--- config.mk ---
export PLATFORM = sky130hd
export DESIGN_NAME = fp_mult_pipe
export DESIGN_NICKNAME = d
export VERILOG_FILES = /design/src/rtl/fp_mult_pipe.sv
export SDC_FILE = /design/constraint.sdc
export NUM_CORES = 2
export LEC_CHECK = 0
export CAP_MARGIN = 10
export CORE_ASPECT_RATIO = 1.25
export CORE_MARGIN = 1
export CORE_UTILIZATION = 25
export DETAILED_ROUTE_END_ITERATION = 10
export HOLD_SLACK_MARGIN = 0.02
export SLEW_MARGIN = 20
export SYNTH_ARGS = -nofsm -noshare
export SYNTH_HDL_FRONTEND = slang
export SYNTH_SLANG_ARGS = --single-unit
--- constraint.sdc ---
create_clock -name clk -period 10.3 [get_ports clk]
set_input_delay 2.06 -clock clk [delete_from_list [all_inputs] [get_ports clk]]
set_output_delay 2.06 -clock clk [all_outputs]
set_load 0.05 [all_outputs]
--- src/rtl/fp_mult_pipe.sv ---
// Pipelined floating-point multiplier with configurable exponent/mantissa widths,
// round-to-nearest-even, flush-to-zero, canonical NaN and valid/ready backpressure.
module fp_mult_pipe #(
    parameter int unsigned EXP_W = 8,
    parameter int unsigned MAN_W = 23
) (
    input  logic                 clk,
    input  logic                 reset,
    input  logic                 in_valid,
    output logic                 in_ready,
    input  logic [EXP_W+MAN_W:0] in_x,
    input  logic [EXP_W+MAN_W:0] in_y,
    output logic                 out_valid,
    input  logic                 out_ready,
    output logic [EXP_W+MAN_W:0] out_result,
    output logic                 out_inf,
    output logic                 out_nan,
    output logic                 out_zero,
    output logic                 out_overflow,
    output logic                 out_underflow
);
    localparam int unsigned W    = 1 + EXP_W + MAN_W;
    localparam int unsigned EW   = EXP_W + 2;
    localparam int unsigned MW   = MAN_W + 1;
    localparam int unsigned PW   = 2 * MAN_W + 2;
    localparam int unsigned BIAS = 2 ** (EXP_W - 1) - 1;
    localparam int unsigned EMAX = 2 ** EXP_W - 1;
    localparam logic [W-1:0] QNAN = {1'b0, {EXP_W{1'b1}}, 1'b1, {(MAN_W-1){1'b0}}};

    // Whole pipe advances unless the output register holds an unaccepted result
    logic w_adv;
    assign w_adv    = ~out_valid | out_ready;
    assign in_ready = w_adv;

    logic           r_v0, r_s1_v, r_s2_v;
    logic [W-1:0]   r_x, r_y;
    logic           r_s1_sign, r_s1_nan, r_s1_inf, r_s1_zero;
    logic [EW-1:0]  r_s1_e;
    logic [PW-1:0]  r_s1_prod;
    logic           r_s2_sign, r_s2_nan, r_s2_inf, r_s2_zero;
    logic [EW-1:0]  r_s2_e;
    logic [MAN_W-1:0] r_s2_man;

    always_ff @(posedge clk) begin
        if (reset) begin
            r_v0   <= 1'b0;
            r_s1_v <= 1'b0;
            r_s2_v <= 1'b0;
        end else if (w_adv) begin
            r_v0   <= in_valid;
            r_s1_v <= r_v0;
            r_s2_v <= r_s1_v;
        end
    end

    // S1: unpack, classify, exponent sum and mantissa product
    logic [EXP_W-1:0] w_ex, w_ey;
    logic [MAN_W-1:0] w_mx, w_my;
    logic             w_x_zero, w_y_zero, w_x_inf, w_y_inf, w_x_nan, w_y_nan;
    logic [EW-1:0]    w_s1_e;
    logic [PW-1:0]    w_s1_prod;

    assign w_ex      = r_x[W-2 -: EXP_W];
    assign w_ey      = r_y[W-2 -: EXP_W];
    assign w_mx      = r_x[MAN_W-1:0];
    assign w_my      = r_y[MAN_W-1:0];
    assign w_x_zero  = (w_ex == '0);
    assign w_y_zero  = (w_ey == '0);
    assign w_x_inf   = (w_ex == '1) && (w_mx == '0);
    assign w_y_inf   = (w_ey == '1) && (w_my == '0);
    assign w_x_nan   = (w_ex == '1) && (w_mx != '0);
    assign w_y_nan   = (w_ey == '1) && (w_my != '0);
    assign w_s1_e    = EW'(w_ex) + EW'(w_ey) - EW'(BIAS);
    assign w_s1_prod = PW'({1'b1, w_mx}) * PW'({1'b1, w_my});

    // S2: normalise so the leading one sits just above the stored field, then RNE
    logic [PW-2:0]  w_norm;
    logic [EW-1:0]  w_e_n, w_e_r;
    logic           w_guard, w_sticky, w_lsb, w_rnd;
    logic [MW-1:0]  w_man_r;

    assign w_norm   = r_s1_prod[PW-1] ? r_s1_prod[PW-2:0] : {r_s1_prod[PW-3:0], 1'b0};
    assign w_e_n    = r_s1_e + EW'(r_s1_prod[PW-1]);
    assign w_lsb    = w_norm[MAN_W+1];
    assign w_guard  = w_norm[MAN_W];
    assign w_sticky = |w_norm[MAN_W-1:0];
    assign w_rnd    = w_guard & (w_sticky | w_lsb);
    assign w_man_r  = {1'b0, w_norm[PW-2 -: MAN_W]} + MW'(w_rnd);
    assign w_e_r    = w_e_n + EW'(w_man_r[MAN_W]);

    always_ff @(posedge clk) begin
        if (w_adv) begin
            if (in_valid) begin
                r_x <= in_x;
                r_y <= in_y;
            end
            if (r_v0) begin
                r_s1_sign <= r_x[W-1] ^ r_y[W-1];
                r_s1_nan  <= w_x_nan | w_y_nan | (w_x_inf & w_y_zero) | (w_y_inf & w_x_zero);
                r_s1_inf  <= w_x_inf | w_y_inf;
                r_s1_zero <= w_x_zero | w_y_zero;
                r_s1_e    <= w_s1_e;
                r_s1_prod <= w_s1_prod;
            end
            if (r_s1_v) begin
                r_s2_sign <= r_s1_sign;
                r_s2_nan  <= r_s1_nan;
                r_s2_inf  <= r_s1_inf;
                r_s2_zero <= r_s1_zero;
                r_s2_e    <= w_e_r;
                r_s2_man  <= w_man_r[MAN_W-1:0];
            end
        end
    end

    // S3: priority select of the final result and flags
    logic signed [EW-1:0] w_e_s;
    logic [W-1:0]         w_res;
    logic                 w_inf, w_nan, w_zero, w_ovf, w_unf;

    assign w_e_s = r_s2_e;

    always_comb begin
        w_res  = {r_s2_sign, r_s2_e[EXP_W-1:0], r_s2_man};
        w_inf  = 1'b0;
        w_nan  = 1'b0;
        w_zero = 1'b0;
        w_ovf  = 1'b0;
        w_unf  = 1'b0;
        if (r_s2_nan) begin
            w_res = QNAN;
            w_nan = 1'b1;
        end else if (r_s2_inf) begin
            w_res = {r_s2_sign, {EXP_W{1'b1}}, {MAN_W{1'b0}}};
            w_inf = 1'b1;
        end else if (r_s2_zero) begin
            w_res  = {r_s2_sign, {(W-1){1'b0}}};
            w_zero = 1'b1;
        end else if (w_e_s >= $signed(EW'(EMAX))) begin
            w_res = {r_s2_sign, {EXP_W{1'b1}}, {MAN_W{1'b0}}};
            w_inf = 1'b1;
            w_ovf = 1'b1;
        end else if (w_e_s <= $signed(EW'(0))) begin
            w_res  = {r_s2_sign, {(W-1){1'b0}}};
            w_zero = 1'b1;
            w_unf  = 1'b1;
        end
    end

    always_ff @(posedge clk) begin
        if (reset) begin
            out_valid     <= 1'b0;
            out_result    <= '0;
            out_inf       <= 1'b0;
            out_nan       <= 1'b0;
            out_zero      <= 1'b0;
            out_overflow  <= 1'b0;
            out_underflow <= 1'b0;
        end else if (w_adv) begin
            out_valid <= r_s2_v;
            if (r_s2_v) begin
                out_result    <= w_res;
                out_inf       <= w_inf;
                out_nan       <= w_nan;
                out_zero      <= w_zero;
                out_overflow  <= w_ovf;
                out_underflow <= w_unf;
            end
        end
    end
endmodule
==> impl_metrics.env <==
export IMPL_synth_simple_area_share_pct=14.6
export IMPL_setup_viol=0
export IMPL_rsz0062_at_grt="false"
export IMPL_cts_tree="yes"
export IMPL_startpoint_type="flip-flop"
export IMPL_synthArstFlopShare_pct=0
export IMPL_final_hold_viol_count=0
export IMPL_worst_pin_slew_ns=1.20
export IMPL_slew_violations=0
export IMPL_synth_fa_ha_area_share_pct=44.8
export IMPL_cp_cell_sequence="clkinv_1 -> fa_1 -> inv_1 -> fa_1 -> inv_1 -> fa_1 -> fa_1 -> inv_1 -> fa_1 -> fa_1 -> inv_1 -> fa_1 -> inv_1 -> ha_1 -> nand3_1 -> nor3_1 -> nand2_1 -> o2111ai_2 -> a41oi_2 -> nor3_2 -> a31oi_1 -> xnor2_1"
export IMPL_ant_nets=0
export IMPL_grt_pass1_vias=20400
export IMPL_ys_flop_type="edfxtp_1"
export IMPL_seq_area_frac_synth_pct=21.2
export IMPL_synth_warnings=0
export IMPL_htreeDepth=1
export IMPL_critPathMaxFanout=18
export IMPL_crit_slowest_cell="edfxtp_1"
export IMPL_antenna_cells=0
export IMPL_fin_util_pct=28.6
export IMPL_gr_total_overflow=0
export IMPL_drt_vias_per_instance=4.41
export IMPL_finClkSkew_ns=0.0368
export IMPL_synth_top_family_by_area="adder cells"
export IMPL_cts_path_max_buffers=3
export IMPL_synth_compound_area_share_pct=5.47
export IMPL_start_util_pct=25.2
export IMPL_yosysTopAreaCellShare_pct=36.0
export IMPL_dieWidth_um=295
export IMPL_path_buf_inv=6
export IMPL_core_area_um2=107000
export IMPL_avgSynthCellArea_um2=9.84
export IMPL_die_height_um=369
export IMPL_syn_inst=2735
export IMPL_hold_buffers=0
export IMPL_maxCapViolCount=0
export IMPL_cts_sinks=204
export IMPL_clk_pin_slew_ns=0.06
export IMPL_post_cts_setup_buffers=0
export IMPL_grt_max_degree=65
export IMPL_period_share_pct=75.3
export IMPL_crit_arrival_ns=8.07
export IMPL_fill_cells=11200
export IMPL_dp_cells=4191
export IMPL_synth_most_common_cell="inv_1"
export IMPL_drt_pass1_iterations=5
export IMPL_synth_area_top_cells="fa_1 (36%), edfxtp_1 (18%), ha_1 (8.8%), inv_1 (8.4%), and2_1 (5.7%)"
export IMPL_drive_above_1_share_pct=3.88
export IMPL_fp_dieArea_um2=109000
export IMPL_hold_class="reg2reg"
export IMPL_cp_required_ns=10.61
export IMPL_cts_root_buffer="clkbuf_16"
export IMPL_clk_latency_ns=0.57
export IMPL_drt_iter0_drc=1091
export IMPL_area_growth_pct=13.5
export IMPL_final_cell_count_no_fill=4236
export IMPL_relSlewSlack_pct=19.8
export IMPL_crit_family="adder cells"
export IMPL_numCtsBuffers=24
export IMPL_synth_area_mux_share_pct=0.763
export IMPL_critical_path_most_common_cell="fa_1"
export IMPL_synth_seq_cells=204
export IMPL_grt_usage_pct=13.7
export IMPL_synth_top_cell_by_area="fa_1"
export IMPL_drc=0
export IMPL_num_vias=18700
export IMPL_worstSetupEndpointType="flip-flop"
export IMPL_fin_tns_setup_ns=0
export IMPL_critPathKind="reg2reg"
export IMPL_ys_types=64
export IMPL_syn_nets=3477
export IMPL_pin_count=107
export IMPL_status="finished, final reports clean"
export IMPL_antenna_found_initial=7
export IMPL_synth_edf_count=163
export IMPL_grt_pass1_wl_mm=116
export IMPL_fmax_mhz=129
export IMPL_gp_congestion=0.909
export IMPL_routed_wl_mm=73.3
export IMPL_synth_xor_area_share_pct=2.99
export IMPL_period_minus_slack_ns=7.76
export IMPL_numPortBuffers=106
export IMPL_synth_area_um2=26900
export IMPL_synth_common_cells="inv_1 (599), fa_1 (484), nand2_1 (342), and2_1 (245), ha_1 (190)"
export IMPL_hpwl_mm=56.8
export IMPL_slowest_delay_ns=0.82
export IMPL_cts_resized=0
export IMPL_layout_nets=3533
export IMPL_detail_route_wl_per_cell_um=17.3
export IMPL_rows=134
==> path summary, 6_finish.rpt <==
| kind | start | endpoint | cells after the start | slack (ns) |
|---|---|---|---|---|
| max | r_y[0] | r_s1_prod[44] | 22 | 2.54 |
| min | r_s1_nan | r_s2_nan | 0 | 0.43 |
| max reg2reg | r_y[0] | r_s1_prod[44] | 22 | 2.54 |
| min reg2reg | r_s1_nan | r_s2_nan | 0 | 0.43 |
==> cells by family (layout without fill, tap and decap cells) <==
logic type,after synthesis,after routing
compound gates,214,214
flops,204,204
fa+ha+maj,674,674
simple gates,812,812
buf+inv,719,792
mux,20,20
xor+xnor,92,92
==> sequential cells by signal, indices dropped and copies added (netlist names), 10 cells and up <==
name and cells:
out_result 32, r_s1_e 10, r_s1_prod 48, r_s2_e 10, r_s2_man 23, r_x 32, r_y 32
==> cell usage in the layout (no fill, tap or decap), drive strengths merged, types with 5 or more instances in the layout <==
master	instances
a21oi	66
clkbuf	24
a22oi	23
a211oi	8
clkdlybuf4s50	106
o21ai	35
mux2i	16
and2	245
nor2	97
inv	603
nand4	20
xor2	36
ha	190
a21o	16
o21a	6
xnor2	56
nand3	33
a31oi	10
fa	484
clkinv	13
dfxtp	41
and3	9
nor2b	10
nor4	25
nand2	342
nor3	14
o211ai	7
o221a	8
nand2b	11
edfxtp	163
buf	40
a21boi	5
o21bai	10
==> cell type report <==
class	instances	area, um2	share of cell area (%)
clock inverters	19	220	0.721
inverters	603	2260	7.41
clock buffers	24	601	1.97
repair buffers	146	1450	4.75
well taps	1428	1790	5.85
flip-flops and latches	204	5720	18.7
multi-input cells	1812	18500	60.6
==> stage by stage <==
stage | instance area [um2] | setup slack (ns) | hold WS [ns]
floorplan | 26900 | 3.76 | 0.400
global placement | 29600 | 2.64 | 0.409
detailed placement | 29700 | 2.60 | 0.412
CTS | 30500 | 2.60 | 0.427
global route | 30500 | 2.18 | 0.445
finish | 30500 | 2.54 | 0.425
==> routing by layer <==
metal,global-route usage [%],up-vias,wire length [um]
met3,2.13,185,4170
met4,5.37,8,3180
met1,17.1,9454,30500
li1,-,8488,-
met5,0,-,57
met2,23.6,560,35400
Power is not shown: default switching activity piles up to over one toggle a cycle in this logic, so the estimate is an artifact.
